`src/rtl/alu_pkg.sv`:
```
// Shared ALU definitions: opcode encoding and condition-code bit positions.
package alu_pkg;

  typedef enum logic [3:0] {
    OP_ADD   = 4'd0,
    OP_SUB   = 4'd1,
    OP_AND   = 4'd2,
    OP_OR    = 4'd3,
    OP_XOR   = 4'd4,
    OP_NOT   = 4'd5,
    OP_SHL   = 4'd6,
    OP_SHR   = 4'd7,
    OP_HOLD  = 4'd8,
    OP_INC   = 4'd9,
    OP_DEC   = 4'd10,
    OP_NEG   = 4'd11,
    OP_ASR   = 4'd12,
    OP_ROL   = 4'd13,
    OP_ROR   = 4'd14,
    OP_PASSB = 4'd15
  } opcode_t;

  localparam int unsigned CC_N = 3;
  localparam int unsigned CC_Z = 2;
  localparam int unsigned CC_V = 1;
  localparam int unsigned CC_C = 0;

endpackage

```
`src/rtl/alu_if.sv`:
```
// Operand/opcode/result bundle between the register file side and the ALU.
interface alu_if #(
  parameter int unsigned W = 8
);
  logic [W-1:0] A;
  logic [W-1:0] B;
  logic [3:0]   n;
  logic [3:0]   cc;
  logic [W-1:0] tr;

  modport master (output A, output B, output n, input cc, input tr);
  modport slave  (input A, input B, input n, output cc, output tr);
endinterface

```
`src/rtl/alu_addsub.sv`:
```
// Combinational adder computing x + y + 0 or x + ~y + 1, with carry-out and signed overflow.
module alu_addsub #(
  parameter int unsigned W = 8
) (
  input  logic [W-1:0] x,
  input  logic [W-1:0] y,
  input  logic         sub,
  output logic [W-1:0] sum,
  output logic         c,
  output logic         v
);
  logic [W-1:0] y_eff;
  logic [W:0]   full;

  assign y_eff = y ^ {W{sub}};
  assign full  = {1'b0, x} + {1'b0, y_eff} + {{W{1'b0}}, sub};
  assign sum   = full[W-1:0];
  assign c     = full[W];
  // Overflow judged on the effective addend, so one rule serves add and subtract.
  assign v     = (x[W-1] == y_eff[W-1]) && (sum[W-1] != x[W-1]);
endmodule

```
`src/rtl/alu.sv`:
```
// Single-cycle registered ALU: result and {N,Z,V,C} update on every rising edge except HOLD.
module alu #(
  parameter int unsigned W = 8
) (
  input  logic clk,
  input  logic reset,
  alu_if.slave bus
);
  import alu_pkg::*;

  opcode_t      op;
  logic [W-1:0] as_x;
  logic [W-1:0] as_y;
  logic         as_sub;
  logic [W-1:0] as_sum;
  logic         as_c;
  logic         as_v;
  logic [W-1:0] res;
  logic         c_next;
  logic         v_next;
  logic         hold;
  logic [3:0]   cc_next;
  logic [W-1:0] tr_q;
  logic [3:0]   cc_q;

  assign op = opcode_t'(bus.n);

  always_comb begin
    as_x   = bus.A;
    as_y   = bus.B;
    as_sub = 1'b0;
    unique case (op)
      OP_SUB: as_sub = 1'b1;
      OP_INC: as_y   = W'(1);
      OP_DEC: begin as_y = W'(1); as_sub = 1'b1; end
      OP_NEG: begin as_x = '0; as_y = bus.A; as_sub = 1'b1; end
      default: ;
    endcase
  end

  alu_addsub #(.W(W)) u_addsub (
    .x   (as_x),
    .y   (as_y),
    .sub (as_sub),
    .sum (as_sum),
    .c   (as_c),
    .v   (as_v)
  );

  always_comb begin
    res    = '0;
    c_next = 1'b0;
    v_next = 1'b0;
    hold   = 1'b0;
    unique case (op)
      OP_ADD, OP_SUB, OP_INC, OP_DEC, OP_NEG: begin
        res    = as_sum;
        c_next = as_c;
        v_next = as_v;
      end
      OP_AND:   res = bus.A & bus.B;
      OP_OR:    res = bus.A | bus.B;
      OP_XOR:   res = bus.A ^ bus.B;
      OP_NOT:   res = ~bus.A;
      OP_PASSB: res = bus.B;
      OP_SHL: begin res = {bus.A[W-2:0], 1'b0};          c_next = bus.A[W-1]; end
      OP_SHR: begin res = {1'b0, bus.A[W-1:1]};          c_next = bus.A[0];   end
      OP_ASR: begin res = {bus.A[W-1], bus.A[W-1:1]};    c_next = bus.A[0];   end
      OP_ROL: begin res = {bus.A[W-2:0], bus.A[W-1]};    c_next = bus.A[W-1]; end
      OP_ROR: begin res = {bus.A[0], bus.A[W-1:1]};      c_next = bus.A[0];   end
      OP_HOLD:  hold = 1'b1;
      default:  hold = 1'b1;
    endcase
    cc_next       = '0;
    cc_next[CC_N] = res[W-1];
    cc_next[CC_Z] = (res == '0);
    cc_next[CC_V] = v_next;
    cc_next[CC_C] = c_next;
  end

  always_ff @(posedge clk) begin
    if (reset) begin
      tr_q <= '0;
      cc_q <= '0;
    end else if (!hold) begin
      tr_q <= res;
      cc_q <= cc_next;
    end
  end

  assign bus.tr = tr_q;
  assign bus.cc = cc_q;
endmodule

```
`src/flat_wrapper.sv`:
```
// flat-port wrapper written by rule: the top's interface ports become plain ports
module alu_flat import alu_pkg::*;
#(
  parameter int unsigned W = 8
)
  (clk, reset, bus_A, bus_B, bus_n, bus_cc, bus_tr);
  alu_if #(.W(W)) bus_i ();
  input  logic clk;
  input  logic reset;
  input wire logic [$bits(bus_i.A)-1:0] bus_A;
  input wire logic [$bits(bus_i.B)-1:0] bus_B;
  input wire logic [$bits(bus_i.n)-1:0] bus_n;
  output wire logic [$bits(bus_i.cc)-1:0] bus_cc;
  output wire logic [$bits(bus_i.tr)-1:0] bus_tr;
  assign bus_i.A = bus_A;
  assign bus_i.B = bus_B;
  assign bus_i.n = bus_n;
  assign bus_cc = bus_i.cc;
  assign bus_tr = bus_i.tr;
  alu #(.W(W)) u_core (.clk(clk), .reset(reset), .bus(bus_i));
endmodule
```
`config.mk`:
```
export PLATFORM = sky130hd
export DESIGN_NAME = alu_flat
export DESIGN_NICKNAME = d
export VERILOG_FILES = /design/src/rtl/alu_pkg.sv /design/src/rtl/alu_if.sv /design/src/rtl/alu_addsub.sv /design/src/rtl/alu.sv /design/src/flat_wrapper.sv
export SDC_FILE = /design/constraint.sdc
export NUM_CORES = 1
export LEC_CHECK = 0
export ABC_AREA = 1
export ABC_CLOCK_PERIOD_IN_PS = 3450
export CORE_MARGIN = 2
export CORE_UTILIZATION = 25
export CTS_CLUSTER_DIAMETER = 60
export DETAILED_ROUTE_END_ITERATION = 6
export SKIP_CTS_REPAIR_TIMING = 1
export SKIP_LAST_GASP = 1
export SYNTH_ARGS = -nofsm -noshare
export SYNTH_HDL_FRONTEND = slang
export SYNTH_SLANG_ARGS = --single-unit
```
`constraint.sdc`:
```
create_clock -name clk -period 3.45 [get_ports clk]
set_input_delay 0.8625 -clock clk [delete_from_list [all_inputs] [get_ports clk]]
set_output_delay 0.8625 -clock clk [all_outputs]
set_load 0.01 [all_outputs]
```
==> flow_summary_export.csv <==
group,metric,value,unit
status,outcome,"completed",
clock_tree,clk_pin_slew_worst_paths,50,ps
global_routing,grt_pass1_vias,2190,
worst_setup_path,worstPathCellList,"dlymetal6s2s_1 -> buf_4 -> nor2_4 -> nand2_2 -> inv_2 -> buf_4 -> o22ai_1 -> xor2_1 -> ha_1 -> a21oi_2 -> nand2b_1 -> nand3_1 -> or2_2 -> nand3_1 -> nand2_1 -> nor2_1 -> nand2_1 -> nand2_1 -> nand2_1 -> nor2_1",
routing,drt-total-wl,6090,um
worst_setup_path,slowest_stage,"ha_1",
min_path,hold_class,"reg -> reg",
global_routing,grt_max_degree,10,
sta,finalSetupViolCount,0,
routing,drt_iter0_markers,155,
yosys,synthesis.nets,376,
sta,tns,0,ps
placement,hpwlAfterDp,5120,um
routing,routed_via_density,4.51,
worst_setup_path,start_kind,"primary input",
min_path,worstHoldStart,"u_core.bus.tr[4]$_SDFFE_PP0P_",
sta,worstMarginPinSlew,591,ps
sta,slew_headroom,60.5,%
yosys,synthDistinctLibCells,30,
power_and_ir_drop,ir_worst_vdd,0.115,mV
routing,route.detailed.drc,0,
routing,wl_per_cell,11.9,um
sta,max_freq,322,MHz
run,max_cap_viol_count,0,
worst_setup_path,worstReg2RegEnd,"u_core.bus.tr[2]$_SDFFE_PP0P_",
floorplan,die_h,90.5,um
floorplan,fp-row-count,31,
layout,syn2layout_area_growth,45.8,%
global_routing,antenna_found_initial,0,
yosys,synthesis.area,1870,um^2
routing,vias,2302,
layout,diodes,0,
placement,place_ws,-276,ps
yosys,yosysWarnings,0,
floorplan,io_pins,34,
yosys,yosysTopAreaCellShare,20.9,%
yosys,avgSynthCellArea,5.67,um^2
global_routing,grt_pass1_wl,10100,um
layout,drive_gt1_share,16.5,%
yosys,ys_top_cells_by_area,"nand2_1, ha_1, dfxtp_1, inv_1, nor2_1",
floorplan,dieArea,8190,um^2
worst_setup_path,worstPathMaxFanout,5,
clock_tree,cts_tree,"yes",
worst_setup_path,regToRegStartpoint,"u_core.bus.tr[2]$_SDFFE_PP0P_",
worst_setup_path,crit_top_cell,"nand2_1",
layout,fillers,792,
floorplan,initial_core_util,25.8,%
sta,finalCritPeriodShare,90.0,%
clock_tree,numCtsBuffers,3,
min_path,min_to,"u_core.bus.tr[4]$_SDFFE_PP0P_",
floorplan,die_x,90.5,um
worst_setup_path,arrival,3280,ps
sta,min_period,3100,ps
clock_tree,cts.sink_count,11,
worst_setup_path,criticalPathCategory,"in -> reg",
clock_tree,htreeDepth,1,
min_path,hold_depth,2,
sta,skew,0,ps
layout,regArea,220,um^2
sta,rsz0062_at_grt,"no",
layout,layout.nets,458,
power_and_ir_drop,leakagePower,1.51,nW
worst_setup_path,r2r_cells,3,
worst_setup_path,critPathRequiredTime,3630,ps
clock_tree,cts-root-buf,"clkbuf_8",
placement,io_buffers,33,
yosys,synth_seq_area_share,11.8,%
sta,hold_viol,0,
clock_tree,clkLatencyLatePin,240,ps
placement,gp_congestion,0.927,
layout,mostFrequentLayoutCells,"nand2_1, inv_1, buf_4",
floorplan,core_area,7250,um^2
global_routing,overflow,0,
routing,ant_nets,0,
routing,drtPass1Iterations,4,
worst_setup_path,slowest_delay,330,ps
yosys,synth_largest_area_cell,"nand2_1",
yosys,ys_seq_elements,11,
yosys,synth_cells,330,
clock_tree,clock_path_buffers,2,
worst_setup_path,r2r_slack,2700,ps
global_routing,grt_use_total,14.8,%
power_and_ir_drop,power.density,247,nW/um^2
layout,multiInputGateArea,1460,um^2
worst_setup_path,cp-end-kind,"flip-flop",
sta,drv_slew,0,
sta,setup_ws,346,ps
layout,layout_commonest_cell,"nand2_1",
==> report_power, final <==
group | switching, mW | total, mW | internal, mW
Clock | 0.0493 | 0.131 | 0.0812
Combinational | 0.204 | 0.394 | 0.190
Sequential | 0.00729 | 0.148 | 0.141
==> cells by family after synthesis <==
logic type | Yosys count | synth area share [%]
AOI/OAI and AO/OA | 36 | 11.7
DFF | 11 | 11.8
buffers and inverters | 54 | 11.0
and+or+nand+nor | 197 | 45.3
xor gates and xnor gates | 8 | 3.75
adders and majority gates | 24 | 16.5
==> critical path, delay by kind of cell <==
kind / cells / cell delay [ps]
xor gates and xnor gates: 1 / 150
and+or+nand+nor: 12 / 1180
buffers and inverters: 4 / 490
AOI/OAI and AO/OA: 2 / 260
adders and majority gates: 1 / 330
==> sequential cells by signal, indices dropped and copies added, names as in the netlist <==
signal,count
u_core.bus.cc,3
u_core.bus.tr,8
==> worst max path at each step <==
stage | start | endpoint | slack [ps] | cells after the start
3_3_place_gp | bus_n[2] | u_core.bus.cc[2]$_SDFFE_PP0P_ | -230 | 20
5_1_grt | bus_B[1] | u_core.bus.cc[2]$_SDFFE_PP0P_ | 80 | 16
4_1_cts | bus_n[2] | u_core.bus.cc[2]$_SDFFE_PP0P_ | -50 | 20
2_1_floorplan | bus_n[3] | u_core.bus.cc[2]$_SDFFE_PP0P_ | 520 | 18
3_5_place_dp | bus_n[2] | u_core.bus.cc[2]$_SDFFE_PP0P_ | -280 | 20
6_report | bus_n[2] | u_core.bus.cc[2]$_SDFFE_PP0P_ | 350 | 20
==> metrics by stage <==
step	util, %	hold WS [ps]	cell area, um^2	power (mW)	instances
global route	37.6	487	2730	0.729	510
finish	37.6	470	2730	0.673	510
CTS	37.0	471	2690	0.669	508
global placement	36.4	454	2640	0.533	504
floorplan	-	484	1870	0.360	330
detailed placement	36.4	464	2640	0.537	504
==> Yosys cell counts <==
cell type / number
nand2_2: 4
inv_1: 50
o211a_1: 1
buf_4: 1
nor2_1: 41
o22ai_1: 7
nor2_4: 1
nor3_1: 2
inv_2: 3
nand3_2: 1
nor2_2: 1
o2111ai_1: 3
nand2_1: 104
or2_2: 3
nand3_1: 29
a21oi_1: 10
and2_4: 1
nand3b_1: 4
fa_1: 1
ha_1: 23
o21ai_0: 11
nor4_1: 1
a221oi_1: 1
nand2b_1: 1
o221ai_1: 2
xor2_1: 7
xnor2_1: 1
a21o_1: 1
dfxtp_1: 11
nand4_1: 4
==> per-layer routing <==
metal  GRT usage (%)  wire (um)  up-vias
met5               0          0        -
met4            4.23        150        0
met3            1.59        262       10
met2            26.9       2940       55
met1            18.2       2740     1016
li1                -          -     1221
==> final cells by class <==
class	instances	area share, %
Clock buffer	4	1.65
Inverter	53	7.30
Multi-Input combinational cell	265	53.6
Sequential cell	11	8.08
Tap cell	99	4.54
Timing Repair Buffer	78	24.9
Power figures use the tool's default switching activity.
==> RTL edit: new RTL, config.mk and constraints unchanged <==
`W` is set to 8 in 4 places; all go to 9.
--- a/src/rtl/alu_if.sv
+++ b/src/rtl/alu_if.sv
@@ -1,6 +1,6 @@
 // Operand/opcode/result bundle between the register file side and the ALU.
 interface alu_if #(
-  parameter int unsigned W = 8
+  parameter int unsigned W = 9
 );
   logic [W-1:0] A;
   logic [W-1:0] B;
--- a/src/rtl/alu_addsub.sv
+++ b/src/rtl/alu_addsub.sv
@@ -1,6 +1,6 @@
 // Combinational adder computing x + y + 0 or x + ~y + 1, with carry-out and signed overflow.
 module alu_addsub #(
-  parameter int unsigned W = 8
+  parameter int unsigned W = 9
 ) (
   input  logic [W-1:0] x,
   input  logic [W-1:0] y,
--- a/src/rtl/alu.sv
+++ b/src/rtl/alu.sv
@@ -1,6 +1,6 @@
 // Single-cycle registered ALU: result and {N,Z,V,C} update on every rising edge except HOLD.
 module alu #(
-  parameter int unsigned W = 8
+  parameter int unsigned W = 9
 ) (
   input  logic clk,
   input  logic reset,
--- a/src/flat_wrapper.sv
+++ b/src/flat_wrapper.sv
@@ -1,7 +1,7 @@
 // flat-port wrapper written by rule: the top's interface ports become plain ports
 module alu_flat import alu_pkg::*;
 #(
-  parameter int unsigned W = 8
+  parameter int unsigned W = 9
 )
   (clk, reset, bus_A, bus_B, bus_n, bus_cc, bus_tr);
   alu_if #(.W(W)) bus_i ();
Interface: changed (resized bus_A, bus_B and bus_tr); port bits go from 34 to 37. The function was not compared with the original's and may differ.
==> RTL edit against the unedited design <==
- total power rose by 15%
- synthesized cell count is 8.8% higher
- sequential cell count up 1
- synthesized area increased by 9.1%
- via count is 15% higher
- clock power shrank 4%
- die area up 8.7%
- routed wire length rose by 22%
- worst setup slack got worse by 0.14 ns
- first-iteration DRC count is 9.7% higher
- hold slack got worse by 0.0061 ns
- design area grew 14%
- sequential share of layout area shrank 0.32 points
- highest routed layer unchanged
==> RTL edit: results (changes against the unedited design) <==
Yosys
  – Post-Synth XOR/XNOR Area: 3.86% (+0.12 points)
  – Post-synth cell types: 33 (+10%)
  – Avg Inst Size Synth: 5.68 sq um (+0.28%)
  – Synth top area cells: nand2_1 (22%), ha_1 (17%), dfxtp_1 (12%), inv_1 (9.0%), nor2_1 (8.3%)
  – Ys flop type: dfxtp_1
  – Synth Area in Adders: 17.5% (+1.1 points)
  – Synth top cells by count: nand2_1 (118), inv_1 (49), nor2_1 (45)
  – Seq/Total Area, Yosys: 11.8% (about the same)
  – Synth Net Count: 411 (+9.3%)

Place
  – Port bufs: 36 (+9.1%)
  – Post-DP HPWL: 6020 microns (+18%)
  – Setup WS pre-CTS: -0.333 ns (-0.0569 ns)
  – RD Place Congestion: 0.894 (-3.6%)
  – DP Area: 2970 sq um (+13%)

Run status
  – Status: complete, no violations

Timing
  – Fin. Hold Viols: 0 (unchanged)
  – Worst-Margin Slew: 0.469 ns (-0.121 ns)

Critical path
  – Largest stage delay, worst path: 0.47 ns (+0.14 ns)
  – Worst-path maximum fanout: 3 (-2)
  – Slowest cell on the critical path: clkdlybuf4s50_1
  – WP data arrival: 3.42 ns (+0.14 ns)
  – FF-to-FF path depth: 4 (+1)

Detailed routing
  – WL final: 7400 microns (+22%)
  – Metal3 WL: 279 microns (+6.5%)
  – Wire length on met1: 3400 microns (+24%)
  – DR vias/cell: 4.73 (+4.7%)
  – Detail Route met2 WL: 3580 microns (+22%)
  – First DRT Iteration DRCs: 170 (+9.7%)

Power
  – Peak supply drop: 0.132 mV (+15%)
  – P_leak: 1.68 nW (+11%)

Global route
  – Met1 global-route usage: 21.7% (+3.5 points)
  – Grt met2 use: 29.8% (+2.9 points)
  – First-pass GRT wire length: 12200 microns (+21%)
  – Largest net degree at the start of global routing: 11 (+1)
  – Vias in the first global route: 2635 (+20%)
  – M3 GR Usage: 1.52% (-0.070 points)
  – GR Util All Layers: 16.8% (+2.0 points)

Finish
  – Largest register FFs: 9 (+1)
  – Nets: 512 (+12%)
  – Filler Cell Count: 824 (+4.0%)
  – Finished Layout Cells: 560 (+9.8%)
  – Layout cells sized above 1: 18.8% (+2.2 points)
  – Post-Layout Inst Area: 3100 sq um (+14%)
RTL edit: cell count changes after synthesis, sizes merged, moves of 2 or more:
cell,change
nand3,-5
or2,-2
nand2,+12
ha,+4
o22ai,+2
a211oi,+3
o21ai,+4
a21oi,+5
nor2,+5
nand3b,-3
RTL edit: path summary, 6_finish.rpt:
check | startpoint | endpoint | slack, ns
setup / recovery | bus_A[1] | u_core.bus.cc[2] | 0.21
hold / removal | u_core.bus.cc[1] | u_core.bus.cc[1] | 0.46
setup reg to reg | u_core.bus.tr[6] | u_core.bus.tr[6] | 2.75
hold reg to reg | u_core.bus.cc[1] | u_core.bus.cc[1] | 0.46
RTL edit: power by group:
group | internal, W | switching, W
Clock | 0.0000767 | 0.0000489
Sequential | 0.000154 | 0.00000765
Combinational | 0.000234 | 0.000253
RTL edit: cell type report:
type	instances	area share (%)
flip-flops and latches	12	7.76
well taps	102	4.12
inverters	54	6.55
multi-input cells	292	53.5
repair buffers	97	26.8
clock buffers	3	1.33
